===== src/rtl/wb_demux_32_if.sv =====
// Write-back request bus and forwarding lookup port for wb_demux_32.
// master: request/lookup driver (drives in_*, stall, q_addr).
// slave : the demux (drives in_ready, we/waddr/wdata, q_hit/q_data, count).
interface wb_demux_32_if #(
    parameter int WIDTH  = 32,
    parameter int ADDR_W = 5,
    parameter int DEPTH  = 2
);
    localparam int NREG  = 1 << ADDR_W;
    localparam int CNT_W = $clog2(DEPTH + 1);

    logic              in_valid;
    logic              in_ready;
    logic [ADDR_W-1:0] in_addr;
    logic [WIDTH-1:0]  in_data;
    logic              stall;
    logic [NREG-1:0]   we;
    logic [ADDR_W-1:0] waddr;
    logic [WIDTH-1:0]  wdata;
    logic [ADDR_W-1:0] q_addr;
    logic              q_hit;
    logic [WIDTH-1:0]  q_data;
    logic [CNT_W-1:0]  count;

    modport master (
        output in_valid, in_addr, in_data, stall, q_addr,
        input  in_ready, we, waddr, wdata, q_hit, q_data, count
    );

    modport slave (
        input  in_valid, in_addr, in_data, stall, q_addr,
        output in_ready, we, waddr, wdata, q_hit, q_data, count
    );
endinterface


===== src/rtl/wb_demux_32.sv =====
// Register write-back demux: 2-entry request FIFO feeding a registered one-hot write-strobe decode.
// Latency: request accepted at edge N into an empty FIFO strobes after edge N+1; one strobe per cycle sustained.
// Backpressure: in_ready drops when the FIFO is full (no pass-through); stall holds the FIFO head.
// Ports: clock, reset_n (async active-low); bus.slave carries in_valid/in_ready/in_addr/in_data,
//        stall, we/waddr/wdata write strobes, q_addr/q_hit/q_data forwarding lookup, count occupancy.
module wb_demux_32 #(
    parameter int WIDTH  = 32,
    parameter int ADDR_W = 5,
    parameter int DEPTH  = 2
) (
    input  logic        clock,
    input  logic        reset_n,
    wb_demux_32_if.slave bus
);
    localparam int NREG  = 1 << ADDR_W;
    localparam int CNT_W = $clog2(DEPTH + 1);
    localparam int PTR_W = (DEPTH > 1) ? $clog2(DEPTH) : 1;

    logic [ADDR_W-1:0] mem_addr [DEPTH];
    logic [WIDTH-1:0]  mem_data [DEPTH];
    logic [PTR_W-1:0]  head_q;
    logic [PTR_W-1:0]  tail_q;
    logic [CNT_W-1:0]  count_q;
    logic [NREG-1:0]   we_q;
    logic [ADDR_W-1:0] waddr_q;
    logic [WIDTH-1:0]  wdata_q;

    logic              push;
    logic              pop;
    logic              ready;
    logic              hit;
    logic [WIDTH-1:0]  hit_data;
    logic [PTR_W-1:0]  idx;

    function automatic logic [PTR_W-1:0] ptr_inc(input logic [PTR_W-1:0] p);
        return (p == PTR_W'(DEPTH - 1)) ? '0 : p + PTR_W'(1);
    endfunction

    assign ready = reset_n && (count_q < CNT_W'(DEPTH));
    // Address-0 writes are accepted on the handshake but never stored: register 0 is hardwired zero.
    assign push  = bus.in_valid && ready && (bus.in_addr != '0);
    assign pop   = (count_q != '0) && !bus.stall;

    // Payload storage needs no reset: only entries covered by count are ever read.
    always_ff @(posedge clock) begin
        if (push) begin
            mem_addr[tail_q] <= bus.in_addr;
            mem_data[tail_q] <= bus.in_data;
        end
    end

    always_ff @(posedge clock or negedge reset_n) begin
        if (!reset_n) begin
            head_q  <= '0;
            tail_q  <= '0;
            count_q <= '0;
            we_q    <= '0;
            waddr_q <= '0;
            wdata_q <= '0;
        end else begin
            if (push) begin
                tail_q <= ptr_inc(tail_q);
            end
            if (pop) begin
                head_q  <= ptr_inc(head_q);
                we_q    <= NREG'(1) << mem_addr[head_q];
                waddr_q <= mem_addr[head_q];
                wdata_q <= mem_data[head_q];
            end else begin
                we_q <= '0;
            end
            case ({push, pop})
                2'b10:   count_q <= count_q + CNT_W'(1);
                2'b01:   count_q <= count_q - CNT_W'(1);
                default: count_q <= count_q;
            endcase
        end
    end

    // Forwarding lookup. Walk from lowest to highest priority so later matches override:
    // output stage first, then FIFO entries from oldest (head) to youngest.
    always_comb begin
        hit      = 1'b0;
        hit_data = '0;
        idx      = head_q;
        if ((we_q != '0) && (waddr_q == bus.q_addr)) begin
            hit      = 1'b1;
            hit_data = wdata_q;
        end
        for (int i = 0; i < DEPTH; i++) begin
            if ((CNT_W'(i) < count_q) && (mem_addr[idx] == bus.q_addr)) begin
                hit      = 1'b1;
                hit_data = mem_data[idx];
            end
            idx = ptr_inc(idx);
        end
        if (!reset_n || (bus.q_addr == '0)) begin
            hit      = 1'b0;
            hit_data = '0;
        end
    end

    assign bus.in_ready = ready;
    assign bus.we       = we_q;
    assign bus.waddr    = waddr_q;
    assign bus.wdata    = wdata_q;
    assign bus.count    = count_q;
    assign bus.q_hit    = hit;
    assign bus.q_data   = hit_data;
endmodule


===== src/flat_wrapper.sv =====
// flat-port wrapper written by rule: the top's interface ports become plain ports
module wb_demux_32_flat 
#(
    parameter int WIDTH  = 32,
    parameter int ADDR_W = 5,
    parameter int DEPTH  = 2
)
  (clock, reset_n, bus_in_valid, bus_in_addr, bus_in_data, bus_stall, bus_q_addr, bus_in_ready, bus_we, bus_waddr, bus_wdata, bus_q_hit, bus_q_data, bus_count);
  wb_demux_32_if #(.WIDTH(WIDTH), .ADDR_W(ADDR_W), .DEPTH(DEPTH)) bus_i ();
  input  logic clock;
  input  logic reset_n;
  input wire logic [$bits(bus_i.in_valid)-1:0] bus_in_valid;
  input wire logic [$bits(bus_i.in_addr)-1:0] bus_in_addr;
  input wire logic [$bits(bus_i.in_data)-1:0] bus_in_data;
  input wire logic [$bits(bus_i.stall)-1:0] bus_stall;
  input wire logic [$bits(bus_i.q_addr)-1:0] bus_q_addr;
  output wire logic [$bits(bus_i.in_ready)-1:0] bus_in_ready;
  output wire logic [$bits(bus_i.we)-1:0] bus_we;
  output wire logic [$bits(bus_i.waddr)-1:0] bus_waddr;
  output wire logic [$bits(bus_i.wdata)-1:0] bus_wdata;
  output wire logic [$bits(bus_i.q_hit)-1:0] bus_q_hit;
  output wire logic [$bits(bus_i.q_data)-1:0] bus_q_data;
  output wire logic [$bits(bus_i.count)-1:0] bus_count;
  assign bus_i.in_valid = bus_in_valid;
  assign bus_i.in_addr = bus_in_addr;
  assign bus_i.in_data = bus_in_data;
  assign bus_i.stall = bus_stall;
  assign bus_i.q_addr = bus_q_addr;
  assign bus_in_ready = bus_i.in_ready;
  assign bus_we = bus_i.we;
  assign bus_waddr = bus_i.waddr;
  assign bus_wdata = bus_i.wdata;
  assign bus_q_hit = bus_i.q_hit;
  assign bus_q_data = bus_i.q_data;
  assign bus_count = bus_i.count;
  wb_demux_32 #(.WIDTH(WIDTH), .ADDR_W(ADDR_W), .DEPTH(DEPTH)) u_core (.clock(clock), .reset_n(reset_n), .bus(bus_i));
endmodule

===== config.mk =====
export PLATFORM = sky130hd
export DESIGN_NAME = wb_demux_32_flat
export DESIGN_NICKNAME = d
export VERILOG_FILES = /design/src/rtl/wb_demux_32_if.sv /design/src/rtl/wb_demux_32.sv /design/src/flat_wrapper.sv
export SDC_FILE = /design/constraint.sdc
export NUM_CORES = 1
export LEC_CHECK = 0
export BUFFER_PORTS_ARGS = -buffer_cell sky130_fd_sc_hd__buf_2
export CAP_MARGIN = 30
export CORE_ASPECT_RATIO = 1.1
export CORE_UTILIZATION = 35
export CTS_BUF_LIST = sky130_fd_sc_hd__clkbuf_8
export DETAILED_ROUTE_END_ITERATION = 7
export GPL_ROUTABILITY_DRIVEN = 0
export PLACE_DENSITY = 0.53
export SYNTH_ARGS = -nofsm -noshare
export SYNTH_HDL_FRONTEND = slang
export SYNTH_SLANG_ARGS = --single-unit

===== constraint.sdc =====
create_clock -name clock -period 2.44 [get_ports clock]
set_input_delay 0.366 -clock clock [delete_from_list [all_inputs] [get_ports clock]]
set_output_delay 0.366 -clock clock [all_outputs]
set_load 0.02 [all_outputs]

==> metrics.log <==
[metrics] nature of the critical path endpoint: output port
[metrics] worst hold margin: 0.09616 ns
[metrics] highest achievable clock rate: 300.9 MHz
[metrics] largest net degree at the start of global routing: 73
[metrics] overflow left after global routing: 0
[metrics] count of buffers inserted at the top-level ports: 150
[metrics] Yosys reg bits: 147
[metrics] final worst path period need: 3.323 ns
[metrics] Gate Count Post-Synth: 593
[metrics] post-route fraction of the period consumed by the critical path: 136.2%
[metrics] area of the core region: 19300 sq um
[metrics] crit path kind: reg2out
[metrics] portion of the post-synthesis area used by sequential elements: 58.06%
[metrics] count of unresolved DRC violations after routing: 0
[metrics] nets in the synthesized netlist: 642
[metrics] Total Die Area: 20500 sq um
[metrics] number of buffers and inverters on the critical path: 3
[metrics] average footprint of a synthesized cell: 11.76 sq um
[metrics] starting density of the core: 36.14%
[metrics] post-route core utilization: 52.14%
[metrics] Leak Pwr: 4.095 nW
[metrics] Skew-Pair Late Insertion Delay: 0.46 ns
[metrics] Register-to-Register Path Depth: 7
[metrics] data required time of the worst path: 2.07 ns
[metrics] WL final: 21130 microns
[metrics] Top Ports: 151
[metrics] Top Family by Delay on Critical Path: simple AND/OR/NAND/NOR gates
[metrics] vias in the first global route: 5757
[metrics] final hold viol count: 0
[metrics] antenna-violating nets left: 0
[metrics] Area Overhead vs Synth: 44.26%
[metrics] H-tree levels: 4
[metrics] count of flip-flops with a built-in enable after synthesis: 74
[metrics] Via Count: 5682
[metrics] worst slew slack as a fraction of its limit: 51.62%
[metrics] clock-pin transition on the worst setup and hold timing paths: 0.09 ns
[metrics] initial antenna violation count: 2
[metrics] count of cells along the worst hold path: 1
[metrics] routed len/inst: 19.68 microns
[metrics] fraction of layout cells with a size suffix above 1: 48.00%
[metrics] async set-or-reset flop fraction in the synthesized netlist: 49.66%
[metrics] worst reg2reg startpoint: u_core.bus.count[0]$_DFFE_PN0P_
[metrics] maximum capacitance violations: 0
[metrics] violated checks: negative setup slack
[metrics] Post-Place Setup Slack: -0.4510 ns
[metrics] die span in y: 150.1 microns
[metrics] # fillers: 1738
[metrics] number of core rows: 53
[metrics] largest stage delay on the critical path: 0.54 ns
[metrics] total instance count after detailed placement: 1022
[metrics] number of nets in the finished design: 861
[metrics] sort of element at the start of the critical path: register
[metrics] maximum root-to-sink buffer count: 2
[metrics] crit path DAT: 2.96 ns
[metrics] Final Instance Count excl. Fillers: 1074
[metrics] TritonCTS clock tree: done
[metrics] Final setup viols: 33
[metrics] RSZ-0062 raised after global routing: yes
[metrics] number of violations reported at the end of detailed-routing iteration 0: 324
[metrics] number of buffers inserted during clock tree synthesis: 17
[metrics] Distinct cells, synth: 40
[metrics] worst hold path class: in2reg
[metrics] start point of the worst min-delay path: bus_in_data[14]
[metrics] Cell Area, Synth: 6974 sq um
[metrics] CTS Root Cell: clkbuf_8
[metrics] Die Wd: 136.6 microns
[metrics] top_reg_cell synth: edfxtp_1
[metrics] worst clock skew: 0.01844 ns
[metrics] critical path depth in cells: 8
[metrics] Worst Max-Slew Pin Slew: 0.7257 ns
[metrics] global-route wire length before repair: 31270 microns
[metrics] commonest cells after routing, fill and taps aside: buf_2, buf_4, edfxtp_1, dfrtp_1, nand2_1
[metrics] number of iterations in the first detailed-routing pass: 4
[metrics] Peak supply drop: 0.4653 mV
[metrics] top fanout value on the critical path: 19
[metrics] ordered list of cells on the worst path: buf_6 > mux2i_4 > xnor2_2 > or4_4 > buf_12 > or3_1 > a31oi_4 > buf_4
[metrics] run status: complete, but fails checks
[metrics] detail-routed via count per cell: 5.291
[metrics] final count of pins violating max slew: 0
[metrics] TritonCTS Sinks: 147
[metrics] Crit. Startpoint: u_core.head_q$_DFFE_PN0P_
[metrics] sum of net half-perimeters after detailed placement: 13320 microns
[metrics] slowest cell on the critical path: or4_4
[metrics] final setup slack of the worst path: -0.8834 ns
[metrics] GRT Overall Usage: 20.47%
[metrics] synthesis warning total: 0
[metrics] most common library cell in the layout ignoring fill and taps: buf_2
[metrics] Pwr per Cell Area: 997.0 nW/um^2
layer usage:
layer	up-vias	wire, microns	track usage, %
met3	24	1062	4.607
li1	2677	-	-
met4	0	388	6.444
met1	2817	9161	25.52
met5	-	0	0
met2	164	10520	34.95
metrics by stage:
stage	TNS (ns)	power (mW)	area (sq um)
2_1_floorplan	-10.18	6.101	7522
3_3_place_gp	-11.79	7.499	9096
3_5_place_dp	-13.12	7.598	9096
4_1_cts	-27.43	9.703	9782
5_1_grt	-29.59	10.59	10060
6_report	-26.56	10.03	10060
path summary, 6_finish.rpt:
check,end,slack (ns)
setup / recovery,bus_q_data[14],-0.88
hold / removal,u_core.mem_data[1][14]$_DFFE_PP_,0.1
setup reg to reg,u_core.bus.wdata[29]$_DFFE_PN0P_,0.35
hold reg to reg,u_core.bus.wdata[15]$_DFFE_PN0P_,0.51
max in group asynchronous,u_core.bus.wdata[13]$_DFFE_PN0P_,1.29
min in group asynchronous,u_core.tail_q$_DFFE_PN0P_,0.49
synthesized netlist by cell type, types with 6 or more instances:
library cell  count  area [sq um]
edfxtp_1         74          2222
dfrtp_1          73          1827
nand2_1          47         176.4
nor2_1           45         168.9
mux2i_1          40         400.4
o21ai_0          37         185.2
clkbuf_1         35         131.4
o211ai_1         33         247.7
mux2_2           32         360.4
o31ai_1          32         240.2
a31oi_1          26         162.7
or3_1            26         162.7
xnor2_1          13         113.9
nor4_1           10         62.56
a21oi_1           7         35.03
nor3_1            7         35.03
inv_1             6         22.52
registers in the layout, indices dropped and copies added (netlist names):
name              flops
u_core.head_q         1
u_core.bus.wdata     32
u_core.bus.waddr      5
u_core.bus.count      2
u_core.mem_data      64
u_core.tail_q         1
u_core.mem_addr      10
u_core.bus.we        32
where the power goes:
part	internal, mW	switching (mW)	leakage [nW]	total, mW
logic	1.99	2.67	2.28	4.66
registers	3.13	0.363	1.62	3.49
clock network	0.837	1.04	0.202	1.88
total	5.95	4.08	4.09	10.0
timing repair:
| item | CTS | global route |
|---|---|---|
| setup buffers | 8 | 3 |
| hold endpoints to repair | 18 | 0 |
| hold buffers | 1 | 0 |
| pin swaps | 5 | 7 |
| resized for setup | 64 | 35 |
| cloned | 1 | 5 |
| endpoints found under the setup margin | 33 | 33 |
kinds of logic after synthesis:
kind of cell / Yosys count / synth area share (%)
DFF: 147 / 58.06
adders and majority gates: 3 / 0.5383
AOI/OAI and AO/OA: 147 / 13.99
xor gates and xnor gates: 19 / 2.494
muxes: 74 / 11.55
buffers and inverters: 52 / 3.104
and+or+nand+nor: 151 / 10.26
area by class of cell:
cell class                      instances  area, sq um  area share, %
Clock inverter                         15        143.9          1.430
Sequential cell                       147         4055          40.31
Multi-Input combinational cell        394         3369          33.49
Inverter                                6        22.52         0.2239
Timing Repair Buffer                  246         1922          19.10
Clock buffer                           17        234.0          2.326
Tap cell                              247        309.0          3.072
Antenna cell                            2        5.005        0.04975
Power figures use the tool's default switching activity.
